File: config.mk
export PLATFORM = sky130hd
export DESIGN_NAME = endec_seq_ctrl
export DESIGN_NICKNAME = d
export VERILOG_FILES = /design/src/rtl/endec_seq_ctrl.sv
export SDC_FILE = /design/constraint.sdc
export NUM_CORES = 1
export LEC_CHECK = 0
export CORE_MARGIN = 2
export CORE_UTILIZATION = 49
export CTS_CLUSTER_DIAMETER = 60
export DETAILED_ROUTE_END_ITERATION = 8
export PLACE_DENSITY_LB_ADDON = 0.05
export SETUP_SLACK_MARGIN = 0.02
export SLEW_MARGIN = 20
export SYNTH_ARGS = -nofsm -noshare
export SYNTH_HDL_FRONTEND = slang
export SYNTH_SLANG_ARGS = --single-unit
File: constraint.sdc
create_clock -name sys_clk -period 2.7 [get_ports sys_clk]
set_input_delay 0.54 -clock sys_clk [delete_from_list [all_inputs] [get_ports sys_clk]]
set_output_delay 0.54 -clock sys_clk [all_outputs]
set_load 0.01 [all_outputs]
File: src/rtl/endec_seq_ctrl.sv
// endec_seq_ctrl: valid/ready sequencing controller for the conv encoder / Viterbi decoder stage enables.
// Define ENDEC_TAIL_FLUSH_EN to append K-1 zero-tail encoder cycles after each encode frame.
module endec_seq_ctrl #(
    parameter int unsigned FRAME_LEN = 8,
    parameter int unsigned TB_DEPTH  = 8,
    parameter int unsigned PIPE_LAT  = 4
) (
    input  logic                             sys_clk,
    input  logic                             rst,
    input  logic                             i_mode_sel,
    input  logic                             i_code_rate,
    input  logic [1:0]                       i_constr_len,
    input  logic                             i_valid,
    output logic                             o_ready,
    input  logic                             i_flush,
    input  logic                             i_out_ready,
    output logic                             o_out_valid,
    output logic                             o_en_ce,
    output logic                             o_en_s,
    output logic                             o_en_bm,
    output logic                             o_en_acs,
    output logic                             o_en_td,
    output logic                             o_en_t,
    output logic                             o_tail,
    output logic                             o_code_rate_q,
    output logic [$clog2(FRAME_LEN+1)-1:0]   o_sym_cnt,
    output logic                             o_busy,
    output logic                             o_frame_done
);

    localparam int unsigned CNT_W = $clog2(FRAME_LEN + 1);
    localparam int unsigned TB_W  = $clog2(TB_DEPTH + 1);
    localparam logic [CNT_W-1:0] CNT_MAX = CNT_W'(FRAME_LEN);

    typedef enum logic [2:0] {
        IDLE, ENC, ENC_TAIL, DEC_FILL, DEC_DRAIN, DEC_TB, HOLD
    } state_t;

    state_t                state_q, state_d;
    logic [CNT_W-1:0]      cnt_q, cnt_d;
    logic [PIPE_LAT-1:0]   pipe_q, pipe_d;
    logic                  en_ce_q, en_ce_d;
    logic [TB_W-1:0]       tb_cnt_q, tb_cnt_d;
    logic                  rate_q, rate_d;
    logic                  dec_done_q, dec_done_d;
    logic                  accept;
    logic                  cnt_full;
    logic                  enc_done;

`ifdef ENDEC_TAIL_FLUSH_EN
    logic [1:0]            k_q, k_d;
    logic [2:0]            tail_cnt_q, tail_cnt_d;
`else
    logic                  unused_constr;
    always_comb unused_constr = ^i_constr_len;
`endif

    always_ff @(posedge sys_clk or posedge rst) begin
        if (rst) begin
            state_q    <= IDLE;
            cnt_q      <= '0;
            pipe_q     <= '0;
            en_ce_q    <= 1'b0;
            tb_cnt_q   <= '0;
            rate_q     <= 1'b0;
            dec_done_q <= 1'b0;
`ifdef ENDEC_TAIL_FLUSH_EN
            k_q        <= '0;
            tail_cnt_q <= '0;
`endif
        end else begin
            state_q    <= state_d;
            cnt_q      <= cnt_d;
            pipe_q     <= pipe_d;
            en_ce_q    <= en_ce_d;
            tb_cnt_q   <= tb_cnt_d;
            rate_q     <= rate_d;
            dec_done_q <= dec_done_d;
`ifdef ENDEC_TAIL_FLUSH_EN
            k_q        <= k_d;
            tail_cnt_q <= tail_cnt_d;
`endif
        end
    end

    always_comb begin
        state_d    = state_q;
        cnt_d      = cnt_q;
        pipe_d     = {pipe_q[PIPE_LAT-2:0], 1'b0};
        en_ce_d    = 1'b0;
        tb_cnt_d   = tb_cnt_q;
        rate_d     = rate_q;
        dec_done_d = 1'b0;
        accept     = i_valid & o_ready;
`ifdef ENDEC_TAIL_FLUSH_EN
        k_d        = k_q;
        tail_cnt_d = tail_cnt_q;
`endif
        unique case (state_q)
            IDLE: begin
                if (accept) begin
                    rate_d = i_code_rate;
                    cnt_d  = CNT_W'(1);
`ifdef ENDEC_TAIL_FLUSH_EN
                    k_d    = i_constr_len;
`endif
                    if (i_mode_sel) begin
                        pipe_d[0] = 1'b1;
                        state_d   = (FRAME_LEN == 1) ? DEC_DRAIN : DEC_FILL;
                    end else begin
                        en_ce_d = 1'b1;
                        state_d = ENC;
                    end
                end
            end
            ENC: begin
                if (accept) begin
                    en_ce_d = 1'b1;
                    cnt_d   = cnt_q + CNT_W'(1);
                end
`ifdef ENDEC_TAIL_FLUSH_EN
                if (cnt_full && en_ce_q) begin
                    state_d    = ENC_TAIL;
                    tail_cnt_d = {1'b0, k_q} + 3'd2;
                end
`else
                if (cnt_full && !en_ce_q) begin
                    state_d = IDLE;
                    cnt_d   = '0;
                end
`endif
            end
`ifdef ENDEC_TAIL_FLUSH_EN
            ENC_TAIL: begin
                if (tail_cnt_q != 3'd0) begin
                    tail_cnt_d = tail_cnt_q - 3'd1;
                end else begin
                    state_d = IDLE;
                    cnt_d   = '0;
                end
            end
`endif
            DEC_FILL: begin
                if (accept) begin
                    pipe_d[0] = 1'b1;
                    cnt_d     = cnt_q + CNT_W'(1);
                    if (cnt_q == CNT_MAX - CNT_W'(1)) state_d = DEC_DRAIN;
                end
            end
            DEC_DRAIN: begin
                // No accepts after the last symbol, so its bit alone in the top slot marks the drained pipe.
                if (pipe_q[PIPE_LAT-1] && (pipe_q[PIPE_LAT-2:0] == '0)) begin
                    state_d  = DEC_TB;
                    tb_cnt_d = TB_W'(TB_DEPTH);
                end
            end
            DEC_TB: begin
                if (tb_cnt_q == TB_W'(1)) state_d = HOLD;
                else                      tb_cnt_d = tb_cnt_q - TB_W'(1);
            end
            HOLD: begin
                if (i_out_ready) begin
                    state_d    = IDLE;
                    cnt_d      = '0;
                    dec_done_d = 1'b1;
                end
            end
            default: begin
                state_d = IDLE;
                cnt_d   = '0;
            end
        endcase
        if (i_flush) begin
            state_d    = IDLE;
            cnt_d      = '0;
            pipe_d     = '0;
            en_ce_d    = 1'b0;
            dec_done_d = 1'b0;
        end
    end

    always_comb begin
        cnt_full      = (cnt_q == CNT_MAX);
        o_ready       = !rst && !i_flush &&
                        ((state_q == IDLE) ||
                         (((state_q == ENC) || (state_q == DEC_FILL)) && !cnt_full));
        o_en_s        = pipe_q[0];
        o_en_bm       = pipe_q[1];
        o_en_acs      = pipe_q[2];
        o_en_td       = pipe_q[PIPE_LAT-1];
        o_en_t        = (state_q == DEC_TB);
        o_out_valid   = (state_q == HOLD);
        o_busy        = (state_q != IDLE);
        o_sym_cnt     = cnt_q;
        o_code_rate_q = rate_q;
`ifdef ENDEC_TAIL_FLUSH_EN
        o_tail        = (state_q == ENC_TAIL) && (tail_cnt_q != 3'd0);
        o_en_ce       = en_ce_q || o_tail;
        enc_done      = (state_q == ENC_TAIL) && (tail_cnt_q == 3'd0);
`else
        o_tail        = 1'b0;
        o_en_ce       = en_ce_q;
        enc_done      = (state_q == ENC) && cnt_full && !en_ce_q;
`endif
        o_frame_done  = enc_done || dec_done_q;
    end

endmodule
==> results of run 1 <==
[what timing repair did]
action,CTS,global route
setup endpoints to repair,2,2
buffers inserted,2,0
pin swaps,1,2
gates resized for setup,2,4
[per-stage QoR]
| stage | power (µW) | cells | utilization |
|---|---|---|---|
| finish | 877 | 172 | 0.657 |
| detailed placement | 702 | 166 | 0.623 |
| global placement | 692 | 166 | 0.623 |
| global route | 947 | 172 | 0.657 |
| CTS | 880 | 172 | 0.653 |
| floorplan | 581 | 118 | - |
[logic make-up (layout without fill, tap and decap cells)]
logic type,Yosys count,count (layout)
mux,2,2
flops,18,18
other cells,1,1
fa+ha+maj,4,4
simple gates,44,44
compound gates,34,34
buf+inv,15,41
[final timing paths]
| path | end | slack [ps] | depth (start not counted) |
|---|---|---|---|
| min | o_code_rate_q | 500 | 1 |
| max in group asynchronous | state_q[2] | 1580 | 2 |
| max | o_busy | 360 | 3 |
| min in group asynchronous | o_en_ce | 670 | 2 |
| max reg2reg | o_code_rate_q | 660 | 6 |
| min reg2reg | o_code_rate_q | 500 | 1 |
[layer usage]
layer	track usage	vias to the layer above	share of wire
li1	-	488	-
met1	0.273	485	0.45
met2	0.363	20	0.51
met3	0.0345	5	0.030
met4	0.0658	0	0.015
met5	0	-	0
[final cells by class]
class	instances	share of cell area
inverters	10	0.0261
well taps	28	0.0243
clock buffers	4	0.0252
repair buffers	27	0.181
multi-input cells	85	0.431
flip-flops and latches	18	0.313
[cell usage in the layout, fill, tap and decap left out, types with 2 or more instances in the layout]
| master | n |
|---|---|
| sky130_fd_sc_hd__a21o_1 | 3 |
| sky130_fd_sc_hd__a21oi_1 | 2 |
| sky130_fd_sc_hd__a22o_1 | 5 |
| sky130_fd_sc_hd__a31oi_1 | 5 |
| sky130_fd_sc_hd__and3_1 | 2 |
| sky130_fd_sc_hd__buf_4 | 6 |
| sky130_fd_sc_hd__clkbuf_4 | 3 |
| sky130_fd_sc_hd__clkdlybuf4s50_1 | 19 |
| sky130_fd_sc_hd__dfrtp_1 | 18 |
| sky130_fd_sc_hd__dlymetal6s2s_1 | 2 |
| sky130_fd_sc_hd__ha_1 | 3 |
| sky130_fd_sc_hd__inv_1 | 10 |
| sky130_fd_sc_hd__nand2_1 | 4 |
| sky130_fd_sc_hd__nand2b_1 | 4 |
| sky130_fd_sc_hd__nor2_1 | 6 |
| sky130_fd_sc_hd__nor2b_1 | 7 |
| sky130_fd_sc_hd__nor3_1 | 3 |
| sky130_fd_sc_hd__nor4_1 | 3 |
| sky130_fd_sc_hd__o21ai_0 | 7 |
| sky130_fd_sc_hd__o21ai_1 | 2 |
| sky130_fd_sc_hd__or2b_1 | 2 |
[report_power, final]
group | internal [µW] | total [µW] | switching (µW)
registers | 309 | 360 | 51.4
logic | 171 | 346 | 176
clock network | 82.4 | 170 | 87.9
total | 562 | 877 | 315
[registers in the layout (all words and copies together), names as in the netlist]
register	flops
dec_done_q	1
o_code_rate_q	1
o_en_ce	1
o_sym_cnt	4
pipe_q	4
state_q	3
tb_cnt_q	4
==> summary.md, run 1 <==
The run finished with clean final reports. For the total setup violations reported at the end of the flow, the log shows 0. Based on the critical path, the design can be clocked at up to 0.427 GHz. The antenna diode instance count is 0, and the count of clock tree sinks is 18. The mean post-synth cell area is 9.55 µm², and the maximum resistive drop on vdd is 422 µV.

The kind of cell adding the most delay to the critical path is buffers and inverters. The hold buffer count at cts came out at 0. The clock latency of the later-clocked register in the worst-skew pair was 300 ps; the post-route minimum period was 2340 ps. Origin of the critical flop-to-flop path: o_sym_cnt[1].

Registers take 450 µm². The tools report the launching element type of the critical path as a flop. The logs give 0 for the number of antenna violations at the first check in global routing and 2190 µm² for the area of the core region.

The run gives 621 µm² as the area of the multi-input gates. The count of nets left with antenna violations once routing finished came out at 0. During placement, the flow inserted port buffers numbering 21.

Largest stage delay on the critical path: 500 ps. Buffers inserted during clock tree synthesis total 3. Growth of design area from synthesis to finish: 27.7%.

The die covers 2700 µm². Initial standard-cell utilization of the core: 0.515. The total of max-cap violations was 0; the portion of the clock cycle consumed by the worst path in the final layout was 0.868. The number of enable-type register cells in the synthesized netlist works out to 0.

The violation count after the first detailed-routing iteration came out at 27. Clock-pin slew was measured on the worst setup and hold paths at 110 ps. For this block, the routed nets add up to 2530 µm of wire. Xor and xnor fraction of the mapped netlist area: 0. TritonCTS built the clock tree. Category of the most critical setup path: flop to output pin. By area the synthesized netlist is led by sky130_fd_sc_hd__dfrtp_1 (40%), sky130_fd_sc_hd__ha_1 (4.4%), sky130_fd_sc_hd__a22o_1 (3.9%).

For the via count of the first global-routing pass, the log shows 976. The fraction of synthesized area in multiplexers was 0.0189. Synthesis inferred 18 register bits. The global-route congestion overflow total was 0.

The tools report the number of max-slew violations in the final report as 0. Dividing total power by cell area gives a power density of 609 nW/µm². Synthesis produced 118 cells. In this run the worst setup path begins at state_q[1].

For this run, the number of Yosys warnings is 0. Mean number of vias per cell: 5.80. The min-delay analysis places its worst path in the category flop to flop. For this run, design rule violations remaining after detail routing come to 0.

Of all nets on the critical path, the largest fanout is 10. After synthesis, the largest family of logic cells by area is simple AND/OR/NAND/NOR gates. The maximum number of buffers from clock root to sink was 2; the worst path buffer plus inverter count was 2. The finished cells cover 1440 µm².

Data arrives at the worst endpoint at 1800 ps. Share of post-route cells with drive strength above 1: 0.132. The arithmetic-cell share of the synthesized area counting full adders, half adders and majority gates was 0.0444. In this run the static leakage power is 0.000636 µW. The compound-cell area share of the yosys netlist works out to 0.218. The wire length of the first global-routing pass was 4260 µm. The overall routing resource usage is 0.213. After floorplanning, the core was divided into 17 placement rows. The run gives 356 ps as the worst setup slack after layout.

The signal on the critical path passes through nor3_1, inv_1, clkdlybuf4s50_1. The critical-path cell with the highest stage delay is sky130_fd_sc_hd__dfrtp_1. The run gives 1 as the H-tree depth. In the final routed layout, each cell accounts on average for 14.7 µm. For the worst setup skew after layout, the log shows 6.40 ps. The startpoint identified for the worst hold timing path is o_code_rate_q. The tools report the setup TNS as 0 ps. The most used flip-flop cell after synthesis is sky130_fd_sc_hd__dfrtp_1. Summed over all nets, the half-perimeter wirelength after detailed placement is 1870 µm. 25 I/O pins were placed. The logs give 0.400 for the sequential fraction of the synthesis area and 998 for the count of vias placed by the detailed router. Cell with the most instances after synthesis: sky130_fd_sc_hd__dfrtp_1.

The post-synthesis share of cell area spent on and, or, nand and nor gates came out at 0.249. The data required time at the worst endpoint is 2160 ps, and the combined area of all synthesized cells is 1130 µm². The share of the synthesized area in the top cell type works out to 0.400. Slew at the pin closest to its max-slew limit: 690 ps.

The tools report the net count after synthesis as 131. The largest total area in the synthesized netlist belongs to sky130_fd_sc_hd__dfrtp_1. The chip height was 52.0 µm; the instance area after placement was 1360 µm². The congestion estimate from routability-driven global placement came to 0.829.

The share of flip-flops with an asynchronous set or reset is 1.00, and the final net count is 158. Largest net degree at the start of global routing: 19. The worst-case headroom to the max-slew limit is 0.540, and the number of inserted filler cells in the final layout is 182.

Setup repair after global routing left no endpoint under its margin. From left edge to right edge, the die measures 52.0 µm. The minimum hold slack is 502 ps. The run gives 0 as the number of endpoints with negative hold slack in the final report. The capturing element type of the critical path is an output pin. For this run, the detailed router's first-pass iteration total came to 4.

Ranked by instance count, the synthesized netlist is headed by sky130_fd_sc_hd__dfrtp_1 (18), sky130_fd_sc_hd__inv_1 (10), sky130_fd_sc_hd__nor2b_1 (7), sky130_fd_sc_hd__o21ai_0 (7), sky130_fd_sc_hd__nor2_1 (6). Clock tree synthesis selected as its root buffer the cell sky130_fd_sc_hd__clkbuf_4. The tools report the pre-CTS setup slack as 118 ps. The netlist uses 46 different library cells.
Note: power is estimated with default switching activity, not from simulation.
==> run 2, diff against run 1 <==
--- a/config.mk
+++ b/config.mk
@@ -5,8 +5,9 @@
 export SDC_FILE = /design/constraint.sdc
 export NUM_CORES = 1
 export LEC_CHECK = 0
+export ABC_AREA = 1
 export CORE_MARGIN = 2
-export CORE_UTILIZATION = 49
+export CORE_UTILIZATION = 50
 export CTS_CLUSTER_DIAMETER = 60
 export DETAILED_ROUTE_END_ITERATION = 8
 export PLACE_DENSITY_LB_ADDON = 0.05
==> run 2 against run 1 <==
Critical path depth up 5. Sequential cell count unchanged. Worst setup slack lost 170 ps. Largest power group is now combinational logic. Routed wire length down 4.2%. Utilization grew 0.44 points. Global-route usage fell by 1.1 points. Critical path type unchanged.
==> summary.md, run 2 <==
Of all nets on the critical path, the largest fanout is 4. The number of gates given a new drive strength after cts is 0. Across the VDD grid, the largest voltage drop is 475 µV. The via count of the first global-routing pass was 948. The final cell count without fillers was 206; the number of endpoints with negative hold slack in the final report was 0.

The number of antenna violations at the first check in global routing was 0. Pin placement for this block handled 25 I/O pins. The portion of the clock cycle consumed by the worst path in the final layout is 0.931, and the number of enable-type register cells in the synthesized netlist is 0. Setup violations remaining at the end of the flow were counted as 0. The share of post-route cells with drive strength above 1 is 0.163, and the pre-CTS setup slack is 237 ps.

The number of max-slew violations in the final report was 0. The final layout contains routed wiring with a total length of 2420 µm. The worst setup path is of the flop to output pin kind. The tools report the total chip power as 1060 µW. Launching element type of the critical path: a flop. The run gives 0.662 as the end-of-flow core utilization. Share of the synthesized area in the top cell type: 0.382.

Entering global routing, the biggest net connects 19 pins. The mapped netlist covers 1180 µm². For the H-tree depth, the log shows 1. The logs give 0 for the total of max-cap violations and 0.398 GHz for the maximum clock frequency.

The count of clock tree sinks was 18. Yosys attributes the largest share of cell area to sky130_fd_sc_hd__dfrtp_1 (38%), sky130_fd_sc_hd__nand2_1 (10%), sky130_fd_sc_hd__inv_1 (6.4%). The commonest cells after synthesis are sky130_fd_sc_hd__nand2_1 (32), sky130_fd_sc_hd__inv_1 (20), sky130_fd_sc_hd__dfrtp_1 (18), sky130_fd_sc_hd__nor2_1 (15), sky130_fd_sc_hd__nand3_1 (14). The initialized floorplan defines 17 standard-cell rows. Setup repair after global routing left no endpoint under its margin. The congestion estimate from routability-driven global placement came to 0.841.

The post-synthesis register bit count was 18. The die is 52.6 µm tall. For this run the aggregate overflow at the end of global routing stands at 0.

Clock tree synthesis selected as its root buffer the cell sky130_fd_sc_hd__clkbuf_4. The placed wire-length estimate after detailed placement is 1930 µm. The post-placement cell count is 202. For the pin with the worst max-slew slack, the measured transition is 679 ps. Count of unique library cells instantiated by Yosys: 30. TritonCTS built the clock tree. After layout, the minimum clock period comes to 2510 ps.

At the worst endpoint, the required time is 2160 ps. The run gives 18 as the violation count after the first detailed-routing iteration. Buffers inserted to repair hold after CTS numbered 0.

At the later pin of the worst-skew pair, clock insertion delay measures 290 ps. For the worst setup path, the data arrival time is 1970 ps. The number of setup buffers added after CTS is 0. The share of flip-flops with an asynchronous set or reset is 1.00. The path type of the worst min-delay path was flop to flop. The mean post-synth cell area was 7.70 µm².

The number of buffers inserted during clock tree synthesis was 3; the initial standard-cell utilization of the core was 0.533. For the sequential fraction of the synthesis area, the log shows 0.382. The width of the die came out at 52.6 µm. The number of antenna diodes in the final layout is 0. The routed layout has 1067 vias.

The area of the core region is 2210 µm², and the worst-case headroom to the max-slew limit is 0.547. In the routed design, unresolved DRC markers number 0. After clock tree synthesis, the clock-pin slew on the worst setup and hold paths is 110 ps.

Leaving out fill and tap cells, the most frequent cell in the layout is sky130_fd_sc_hd__nand2_1. The first global-routing pass estimated 4000 µm of wire. For the worst setup skew after layout, the log shows 4.33 ps. Count of synthesis-stage warnings from yosys: 0.

The top cell types in the final layout, fill and taps aside, are sky130_fd_sc_hd__nand2_1 (32), sky130_fd_sc_hd__clkdlybuf4s50_1 (21), sky130_fd_sc_hd__inv_1 (20). The worst setup path is captured at an output pin. The largest total area in the synthesized netlist belongs to sky130_fd_sc_hd__dfrtp_1.

After the last flow step, the layout net total stands at 192. The count of buffers added on input and output ports is 21. The flow ran to the end, and the final reports show no timing, DRC or antenna violations.

The static power due to leakage is 0.000700 µW, and the worst setup slack after layout is 186 ps. The detail route stage leaves a number of antenna-violating nets equal to 0. For the first-pass iteration count of the detailed router, the log shows 4.

The most used flip-flop cell after synthesis is sky130_fd_sc_hd__dfrtp_1. In the synthesized netlist, the number of instances is 153. The overall routing resource usage is 0.202, and the wire length per cell is 11.8 µm. Compared with the post-synthesis result, the final layout area differs by 24.2%. For the final routed database, the setup TNS stands at 0 ps. In this run the deepest clock path goes through 2 buffers. Cell with the most instances after synthesis: sky130_fd_sc_hd__nand2_1.

In the routed layout, each cell is associated on average with a via count of 5.18. For this design the ratio of total power to cell area is 725 nW/µm². The floorplan step defined a die boundary enclosing 2760 µm².

The number of nets handed over by synthesis was 166.
## run 2: final timing paths
path | endpoint | cells past startpoint | slack (ps) | startpoint
max in group asynchronous | pipe_q[2] | 2 | 1550 | rst
max reg2reg | state_q[2] | 11 | 1020 | o_sym_cnt[1]
min | tb_cnt_q[3] | 2 | 500 | tb_cnt_q[3]
min reg2reg | tb_cnt_q[3] | 2 | 500 | tb_cnt_q[3]
max | o_ready | 8 | 190 | o_sym_cnt[1]
min in group asynchronous | state_q[1] | 2 | 720 | rst
## run 2: cell type report
cell class | count | area [µm²]
Inverter | 25 | 93.8
Clock buffer | 4 | 36.3
Tap cell | 28 | 35.0
Multi-Input combinational cell | 108 | 623
Timing Repair Buffer | 23 | 225
Fill cell | 204 | 748
Sequential cell | 18 | 450
## run 2: routing by layer
layer	GRT usage	wire (µm)	vias up
li1	-	-	538
met4	0.107	44	0
met2	0.325	1150	32
met1	0.260	1100	493
met5	0	0	-
met3	0.0286	123	4
## run 2: cells by family (layout without fill, tap and decap cells)
kind of cell / count (synthesis) / after routing / synth area share
buffers and inverters: 27 / 52 / 0.0892
AND/OR/NAND/NOR: 82 / 82 / 0.357
flip-flops: 18 / 18 / 0.382
XOR/XNOR: 3 / 3 / 0.0223
AO/OA/AOI/OAI: 18 / 18 / 0.104
adder cells (fa/ha/maj): 4 / 4 / 0.0425
other: 1 / 1 / 0.00318
## run 2: worst max-delay path: stages (launching register included)
cell and delay, ps:
sky130_fd_sc_hd__dfrtp_1 410, sky130_fd_sc_hd__inv_1 70, sky130_fd_sc_hd__ha_1 190, sky130_fd_sc_hd__nand3_1 100, sky130_fd_sc_hd__nand2_2 60, sky130_fd_sc_hd__nand2_4 80
sky130_fd_sc_hd__nand2_1 70, sky130_fd_sc_hd__nor2_2 140, sky130_fd_sc_hd__clkdlybuf4s50_1 560
## run 2: metrics by stage
step / instance area [µm²] / hold WS [ps]
after floorplan: 1180 / 452
after global placement: 1430 / 467
after detailed placement: 1430 / 477
after CTS: 1460 / 504
after global routing: 1460 / 534
final: 1460 / 498
## run 2: power breakdown
| group | leakage (µW) | switching [µW] | internal, µW |
|---|---|---|---|
| Clock | 0.0000210 | 84.8 | 82.1 |
| Sequential | 0.000245 | 49.0 | 318 |
| Combinational | 0.000435 | 314 | 213 |
| Total | 0.000700 | 448 | 613 |
==> run 3, diff against run 2 <==
--- a/config.mk
+++ b/config.mk
@@ -6,6 +6,7 @@
 export NUM_CORES = 1
 export LEC_CHECK = 0
 export ABC_AREA = 1
+export CAP_MARGIN = 20
 export CORE_MARGIN = 2
 export CORE_UTILIZATION = 50
 export CTS_CLUSTER_DIAMETER = 60
==> results of run 3 <==
No change in the layout: final DEF, timing and power equal those of run 2.
